`src/rtl/beta_if_stage.sv`:
```
// Instruction fetch stage: owns the PC, drives the req/gnt/rvalid instruction
// memory handshake and hands fetched instructions to decode.
module beta_if_stage #(
  parameter int unsigned              DataWidth = 32,
  parameter logic [DataWidth-1:0]     BootAddr  = 32'h0000_0000
) (
  input  logic                 clk_i,
  input  logic                 rst_i,
  output logic                 if_imem_req_o,
  output logic [DataWidth-1:0] if_imem_addr_o,
  input  logic                 if_imem_gnt_i,
  input  logic                 if_imem_rvalid_i,
  input  logic [DataWidth-1:0] if_imem_rdata_i,
  input  logic                 if_stall_i,
  input  logic                 if_jump_en_i,
  input  logic [DataWidth-1:0] if_jump_target_i,
  output logic [DataWidth-1:0] if_instr_o,
  output logic                 if_new_instr_o,
  output logic [DataWidth-1:0] if_pc_o,
  output logic [DataWidth-1:0] if_next_pc_o,
  output logic                 if_stage_busy_o
);

  typedef enum logic [1:0] {
    IDLE = 2'd0,
    REQ  = 2'd1,
    WAIT = 2'd2,
    HOLD = 2'd3
  } state_e;

  localparam logic [DataWidth-1:0] PcStep = DataWidth'(4);
  localparam logic [DataWidth-1:0] Nop    = DataWidth'(32'h0000_0013);

  state_e               state_q, state_d;
  logic [DataWidth-1:0] pc_q;
  logic                 pend_jmp_q;
  logic [DataWidth-1:0] pend_tgt_q;
  logic [DataWidth-1:0] instr_q;
  logic [DataWidth-1:0] out_pc_q;
  logic [DataWidth-1:0] out_next_pc_q;
  logic                 new_instr_q;

  logic [DataWidth-1:0] jump_tgt;
  logic                 rsp_done;
  logic                 discard;
  logic                 deliver;

  always_comb begin
    jump_tgt = {if_jump_target_i[DataWidth-1:2], 2'b00};
    rsp_done = (state_q == WAIT) && if_imem_rvalid_i;
    // A redirect seen at any point during the transaction, including the
    // completing cycle itself, makes the returned word stale.
    discard  = rsp_done && (pend_jmp_q || if_jump_en_i);
    deliver  = rsp_done && !discard;
  end

  always_comb begin
    state_d = state_q;
    unique case (state_q)
      IDLE: state_d = if_stall_i ? HOLD : REQ;
      REQ:  if (if_imem_gnt_i) state_d = WAIT;
      WAIT: if (if_imem_rvalid_i) state_d = if_stall_i ? HOLD : REQ;
      HOLD: if (!if_stall_i) state_d = REQ;
      default: state_d = IDLE;
    endcase
  end

  always_ff @(posedge clk_i) begin
    if (rst_i) begin
      state_q <= IDLE;
    end else begin
      state_q <= state_d;
    end
  end

  always_ff @(posedge clk_i) begin
    if (rst_i) begin
      pc_q          <= BootAddr;
      pend_jmp_q    <= 1'b0;
      pend_tgt_q    <= '0;
      instr_q       <= Nop;
      out_pc_q      <= BootAddr;
      out_next_pc_q <= BootAddr + PcStep;
      new_instr_q   <= 1'b0;
    end else begin
      new_instr_q <= 1'b0;
      if (deliver) begin
        instr_q       <= if_imem_rdata_i;
        out_pc_q      <= pc_q;
        out_next_pc_q <= pc_q + PcStep;
        pc_q          <= pc_q + PcStep;
        new_instr_q   <= 1'b1;
      end
      if (discard) begin
        pc_q       <= if_jump_en_i ? jump_tgt : pend_tgt_q;
        pend_jmp_q <= 1'b0;
      end else if (if_jump_en_i) begin
        // Outside a transaction the PC can move at once; inside one it must
        // wait until the outstanding response has been retired.
        if ((state_q == IDLE) || (state_q == HOLD)) begin
          pc_q <= jump_tgt;
        end else begin
          pend_jmp_q <= 1'b1;
          pend_tgt_q <= jump_tgt;
        end
      end
    end
  end

  always_comb begin
    if_imem_req_o   = (state_q == REQ);
    if_imem_addr_o  = pc_q;
    if_stage_busy_o = (state_q == REQ) || (state_q == WAIT);
    if_instr_o      = instr_q;
    if_new_instr_o  = new_instr_q;
    if_pc_o         = out_pc_q;
    if_next_pc_o    = out_next_pc_q;
  end

endmodule

```
`config.mk`:
```
export PLATFORM = sky130hd
export DESIGN_NAME = beta_if_stage
export DESIGN_NICKNAME = d
export VERILOG_FILES = /design/src/rtl/beta_if_stage.sv
export SDC_FILE = /design/constraint.sdc
export NUM_CORES = 1
export LEC_CHECK = 0
export CORE_UTILIZATION = 40
export DETAILED_ROUTE_END_ITERATION = 8
export PLACE_DENSITY = 0.7
export SLEW_MARGIN = 40
export SYNTH_ARGS = -nofsm -noshare
export SYNTH_HDL_FRONTEND = slang
export SYNTH_SLANG_ARGS = --single-unit
```
`constraint.sdc`:
```
create_clock -name clk_i -period 2.1 [get_ports clk_i]
set_input_delay 0.315 -clock clk_i [delete_from_list [all_inputs] [get_ports clk_i]]
set_output_delay 0.315 -clock clk_i [all_outputs]
set_load 0.01 [all_outputs]
```
==> flow_metrics.env, run 1 <==
export IMPL_status="complete, no violations"
export IMPL_clk_pin_slew_worst_paths_ns=0.06
export IMPL_final_nets=1130
export IMPL_grt_pass1_wl_mm=32.63
export IMPL_synth_cell_types=46
export IMPL_worstMarginPinSlew_ns=0.5227
export IMPL_synthToLayoutAreaGrowth_pct=47.42
export IMPL_worst_setup_path_end_kind="output pin"
export IMPL_path_cells="ha_4, inv_2, clkdlybuf4s50_1"
export IMPL_rows=47
export IMPL_crit_required_ns=1.78
export IMPL_cts_tree="yes"
export IMPL_synth_top_area_cell="dfxtp_1"
export IMPL_postRouteAntennaNets=0
export IMPL_max_slew_margin_rel_pct=65.02
export IMPL_chipHeight_um=131.8
export IMPL_drv_slew=0
export IMPL_place_gp_congestion=0.9084
export IMPL_first_pass_iters=7
export IMPL_min_from="rst_i"
export IMPL_numPortBuffers=192
export IMPL_setup_viol=0
export IMPL_clk_latency_ns=0.42
export IMPL_r2r_start="if_imem_addr_o[6]"
export IMPL_vdd_drop_max_uv=625.2
export IMPL_grt_pass1_vias=6096
export IMPL_numCtsBuffers=17
export IMPL_htree_levels=4
export IMPL_power_leakage_nw=3.406
export IMPL_fmax_ghz=0.4902
export IMPL_yosys_top_cells_area="dfxtp_1, nand2_1, a21oi_1"
export IMPL_syn_inst=841
export IMPL_hold_violations=0
export IMPL_cts_buffer_depth=2
export IMPL_hpwl_mm=14.49
export IMPL_async_reset_ff_share_pct=0
export IMPL_post_cts_setup_buffer_count=0
export IMPL_pre_cts_ws_ns=-0.08296
export IMPL_min_path_cells=2
export IMPL_yosysTopAreaCellShare_pct=46.31
export IMPL_synth_seq_area_share_pct=46.31
export IMPL_antenna_found_initial=0
export IMPL_drc_errors=0
export IMPL_powerDensity_nw_per_um2=922.5
export IMPL_worstPathMaxFanout=5
export IMPL_min_to="pend_tgt_q[26]"
export IMPL_crit_type="reg2out"
export IMPL_grt_max_degree=62
export IMPL_start_util_pct=40.81
export IMPL_synthesis_area_um2=6744
export IMPL_ys_warnings_count=0
export IMPL_hold_class="in2reg"
export IMPL_num_vias=6559
export IMPL_arrival_ns=1.72
export IMPL_gr_usage_all_layers_pct=23.30
export IMPL_layout_commonest_cell="nand2_1"
export IMPL_setup_slack_ns=0.06010
export IMPL_clockRootBuffer="clkbuf_16"
export IMPL_ys_seq_elements=156
export IMPL_core_area_um2=16520
export IMPL_critPathBufInv=2
export IMPL_drive_above_1_share_pct=11.99
export IMPL_wl_per_cell_um=15.67
export IMPL_path_delay_family="buffers and inverters"
export IMPL_fin_crit_ns=2.040
export IMPL_yosys_most_used_dff="dfxtp_1"
export IMPL_rrSetupSlack_ns=0.07
export IMPL_critPathMaxStageDelay_ns=0.54
export IMPL_period_share_pct=97.14
export IMPL_ff2ff_path_depth=5
export IMPL_syn_avg_cell_area_um2=8.019
export IMPL_startpoint_type="flop"
export IMPL_slowest_stage="clkdlybuf4s50_1"
export IMPL_drt_total_wl_mm=20.18
export IMPL_drt_iter0_drc=502
export IMPL_pin_count=201
export IMPL_die_area_um2=17380
export IMPL_avgViaCountPerCell=5.092
export IMPL_layout_common_cells="nand2_1, clkdlybuf4s50_1, dfxtp_1"
export IMPL_r2r_end="if_imem_addr_o[31]"
export IMPL_fin_skew_ns=0.008550
export IMPL_overflow=0
export IMPL_synth_edf_count=0
export IMPL_drv_cap=0
export IMPL_rsz0062_at_grt="no"
export IMPL_antennaDiodeCount=0
export IMPL_die_w_um=131.8
export IMPL_cts_sinks=156
export IMPL_design_power_total_mw=9.172
[stage by stage]
step                util [%]  std cells  area (um2)  TNS (ns)  hold WS (ns)
finish                 60.17       1288        9942         0        0.3595
global route           60.17       1288        9942         0        0.3717
CTS                    60.08       1288        9928         0        0.3421
detailed placement     56.21       1256        9289   -0.4157        0.4462
global placement       56.21       1256        9289   -0.1204        0.4413
floorplan                  -        846        6763         0        0.4332
[worst reg2reg max path, stage by stage (launching register included)]
cell	delay, ns
dfxtp_1	0.51
nand4_1	0.39
or3_1	0.52
nor3_2	0.20
xnor2_1	0.11
a211oi_2	0.22
[sequential cells by signal, summed over array words and instances, names as in the netlist]
signal / flops
if_new_instr_o: 1
if_instr_o: 32
if_imem_addr_o: 30
pend_jmp_q: 1
if_next_pc_o: 30
pend_tgt_q: 30
if_pc_o: 30
state_q: 2
[cells by family after synthesis]
logic type	synth area share (%)
and+or+nand+nor	22.50
AOI/OAI and AO/OA	17.79
DFF	46.31
buffers and inverters	5.622
xor gates and xnor gates	6.494
adders and majority gates	0.9276
muxes	0.2969
other	0.05561
[cell usage after synthesis (all sizes together) (2+ instances only)]
| cell type | n |
|---|---|
| a211oi | 46 |
| nand3b | 3 |
| o221ai | 2 |
| a22oi | 8 |
| nand2 | 213 |
| buf | 25 |
| xor2 | 32 |
| and4 | 4 |
| a31oi | 2 |
| a311oi | 3 |
| or3 | 4 |
| and2 | 2 |
| dfxtp | 156 |
| ha | 5 |
| clkbuf | 54 |
| a21oi | 97 |
| or2 | 3 |
| inv | 9 |
| nand2b | 2 |
| xnor2 | 18 |
| o22ai | 25 |
| nand4 | 15 |
| nand3 | 20 |
| o21ai | 10 |
| nor4 | 6 |
| and3 | 3 |
| nor2 | 52 |
| nor3 | 10 |
| mux2i | 2 |
[final cells by class]
cell class / count / area, um2
tap: 220 / 275.3
fill: 1484 / 6583
inverter: 9 / 33.78
clock inverter: 11 / 166.4
multi-input combinational: 602 / 3323
clock buffer: 21 / 460.4
sequential: 156 / 3123
timing repair buffer: 269 / 2560
[worst max path at each step]
stage | start | to | slack (ns) | cells past startpoint
floorplan | state_q[0] | if_imem_addr_o[15] | 0.12 | 8
global placement | if_imem_rvalid_i | if_imem_addr_o[31] | -0.05 | 6
detailed placement | if_imem_rvalid_i | if_imem_addr_o[31] | -0.08 | 6
CTS | state_q[1] | if_stage_busy_o | 0.04 | 3
global route | if_imem_addr_o[6] | if_imem_addr_o[31] | 0.004 | 5
finish | state_q[1] | if_stage_busy_o | 0.06 | 3
[layer usage]
metal | vias to the layer above | track usage, % | part of all wire (%)
met4 | 0 | 6.460 | 1.3
met2 | 245 | 35.80 | 44
met3 | 17 | 4.537 | 6.2
met1 | 2998 | 33.11 | 48
met5 | - | 0 | 0
li1 | 3299 | - | -
[power by group]
group	internal, mW	switching, mW
Sequential	3.26	0.226
Combinational	1.16	1.26
Clock	2.05	1.21
[repair_timing]
action,CTS,global route
setup endpoints to repair,1,2
pin swaps,0,0
hold buffers,0,0
gates resized for setup,2,2
(Power assumes the default switching activity.)
==> inputs of run 2 (changes only) <==
--- a/config.mk
+++ b/config.mk
@@ -5,9 +5,10 @@
 export SDC_FILE = /design/constraint.sdc
 export NUM_CORES = 1
 export LEC_CHECK = 0
+export CAP_MARGIN = 10
 export CORE_UTILIZATION = 40
 export DETAILED_ROUTE_END_ITERATION = 8
-export PLACE_DENSITY = 0.7
+export DONT_BUFFER_PORTS = 1
 export SLEW_MARGIN = 40
 export SYNTH_ARGS = -nofsm -noshare
 export SYNTH_HDL_FRONTEND = slang
==> run 2 against run 1 <==
Against the previous run:
- the run now ends with hold timing left
- clock power decreased by 13%
- final cell count shrank 15%
- critical path depth grew 4
- worst hold slack worse by 0.40 ns
- critical path type is now reg2reg
==> flow_metrics.env, run 2 (same netlist as run 1, synthesis figures left out) <==
export IMPL_status="finished, violations left"
export IMPL_final_util_pct=47.72
export IMPL_num_fill_cells=1670
export IMPL_setup_viol=0
export IMPL_synthToLayoutAreaGrowth_pct=16.94
export IMPL_crit_type="reg2reg"
export IMPL_die_w_um=131.8
export IMPL_arrival_ns=2.27
export IMPL_drt_iter0_drc=412
export IMPL_overflow=0
export IMPL_final_nets=933
export IMPL_fin_skew_ns=0.004757
export IMPL_worstPathMaxFanout=5
export IMPL_p_sw_share_pct=30.65
export IMPL_cts_tree="yes"
export IMPL_cts_sinks=156
export IMPL_seqPwrFrac_pct=43.5
export IMPL_die_area_um2=17380
export IMPL_drive_above_1_share_pct=13.46
export IMPL_cts_buffer_depth=2
export IMPL_post_cts_setup_buffer_count=0
export IMPL_grt_pass1_vias=5161
export IMPL_crit_required_ns=2.40
export IMPL_layout_common_cells="nand2_1, dfxtp_1, a21oi_1"
export IMPL_core_area_um2=16520
export IMPL_start_util_pct=40.81
export IMPL_place_gp_congestion=0.8019
export IMPL_power_leakage_nw=2.651
export IMPL_avgViaCountPerCell=5.278
export IMPL_chipHeight_um=131.8
export IMPL_period_share_pct=94.00
export IMPL_largest_reg_flops=32
export IMPL_setup_slack_ns=0.1261
export IMPL_holdBufCountCts=7
export IMPL_numPortBuffers=0
export IMPL_wl_per_cell_um=17.37
export IMPL_fin_crit_ns=1.974
export IMPL_startpoint_type="flop"
export IMPL_p_sw_mw=2.494
export IMPL_clockRootBuffer="clkbuf_16"
export IMPL_drv_slew=0
export IMPL_violations="hold timing"
export IMPL_postRouteAntennaNets=0
export IMPL_clk_pin_slew_worst_paths_ns=0.06
export IMPL_antenna_found_initial=0
export IMPL_htree_levels=4
export IMPL_pin_count=201
export IMPL_rows=47
export IMPL_whs_ns=-0.03591
export IMPL_power_frac_clock_pct=34.7
export IMPL_combPwrFrac_pct=21.8
export IMPL_drt_total_wl_mm=18.92
export IMPL_hold_class="in2reg"
export IMPL_numCtsBuffers=17
export IMPL_drv_cap=0
export IMPL_grt_pass1_wl_mm=29.62
export IMPL_gr_usage_all_layers_pct=21.77
export IMPL_clk_latency_ns=0.41
export IMPL_placed_cells=1052
export IMPL_seq_area_um2=3124
export IMPL_fmax_ghz=0.5066
export IMPL_grt_max_degree=160
export IMPL_first_pass_iters=5
export IMPL_hpwl_mm=13.36
export IMPL_intPower_mw=5.644
export IMPL_fin_cells=1089
export IMPL_drc_errors=0
export IMPL_powerDensity_nw_per_um2=1032
export IMPL_vdd_drop_max_uv=637.8
export IMPL_multi_input_area_um2=3332
export IMPL_num_vias=5748
export IMPL_pre_cts_ws_ns=-0.02577
export IMPL_hold_violations=17
export IMPL_layout_commonest_cell="nand2_1"
export IMPL_antennaDiodeCount=0
export IMPL_worst_setup_path_end_kind="flop"
run 2: cell count changes in the layout (fill, tap and decap cells not counted), moves of 2 or more:
| cell | change |
|---|---|
| ha_2 | +2 |
| buf_4 | -11 |
| clkinv_2 | +2 |
| clkdlybuf4s50_1 | -191 |
| buf_12 | -3 |
| dlygate4sd3_1 | +7 |
| bufinv_16 | -3 |
run 2: layer usage:
metal | GRT usage [%] | wire length, um
met1 | 29.42 | 8487
met2 | 31.63 | 8394
met5 | 0 | 0
met3 | 8.228 | 1785
met4 | 7.429 | 249
run 2: worst max-delay path, stage by stage, from the launching register on:
cell	delay [ns]
dfxtp_1	0.33
ha_1	0.21
nand3_1	0.20
buf_4	0.22
nor4_1	0.32
xor2_1	0.17
a222oi_1	0.33
nor2_1	0.07
run 2: what timing repair did:
| action | CTS | global route |
|---|---|---|
| pin swaps | 0 | 1 |
| endpoints found under the setup margin | 1 | 72 |
| hold endpoints to repair | 145 | 139 |
| resized for setup | 1 | 10 |
run 2: power groups by stage:
stage,combinational [mW],clock [mW],sequential (mW)
detailed placement,1.70,0,3.61
CTS,1.74,2.88,3.54
finish,1.77,2.82,3.54
global route,1.95,3.02,3.58
global placement,1.69,0,3.60
floorplan,1.10,0,3.62
run 2: cell type report:
type,instances,share of cell area (%)
multi-input combinational,602,42.25
sequential,156,39.62
timing repair buffer,72,7.441
clock buffer,22,5.886
tap,220,3.490
clock inverter,8,0.8885
inverter,9,0.4284
run 2: final timing paths:
kind	from	endpoint	slack, ns	depth (start not counted)
worst max-delay path	if_imem_addr_o[2]	if_imem_addr_o[12]	0.13	7
worst min-delay path	rst_i	pend_tgt_q[6]	-0.04	1
worst max register to register	if_imem_addr_o[2]	if_imem_addr_o[12]	0.13	7
worst min register to register	pend_tgt_q[29]	pend_tgt_q[29]	0.45	2
run 2: per-stage QoR:
| step | setup TNS (ns) | area [um2] | power (mW) |
|---|---|---|---|
| global placement | -0.01477 | 7242 | 5.292 |
| global route | -0.0001099 | 7886 | 8.543 |
| finish | 0 | 7886 | 8.138 |
| detailed placement | -0.02577 | 7242 | 5.310 |
| CTS | 0 | 7848 | 8.161 |
| floorplan | 0 | 6763 | 4.716 |
==> inputs of run 3 (changes only) <==
--- a/config.mk
+++ b/config.mk
@@ -5,11 +5,10 @@
 export SDC_FILE = /design/constraint.sdc
 export NUM_CORES = 1
 export LEC_CHECK = 0
-export CAP_MARGIN = 10
 export CORE_UTILIZATION = 40
 export DETAILED_ROUTE_END_ITERATION = 8
 export DONT_BUFFER_PORTS = 1
-export SLEW_MARGIN = 40
+export SLEW_MARGIN = 20
 export SYNTH_ARGS = -nofsm -noshare
 export SYNTH_HDL_FRONTEND = slang
 export SYNTH_SLANG_ARGS = --single-unit
==> results of run 3 <==
No change in the layout: final DEF, timing and power equal those of run 2.
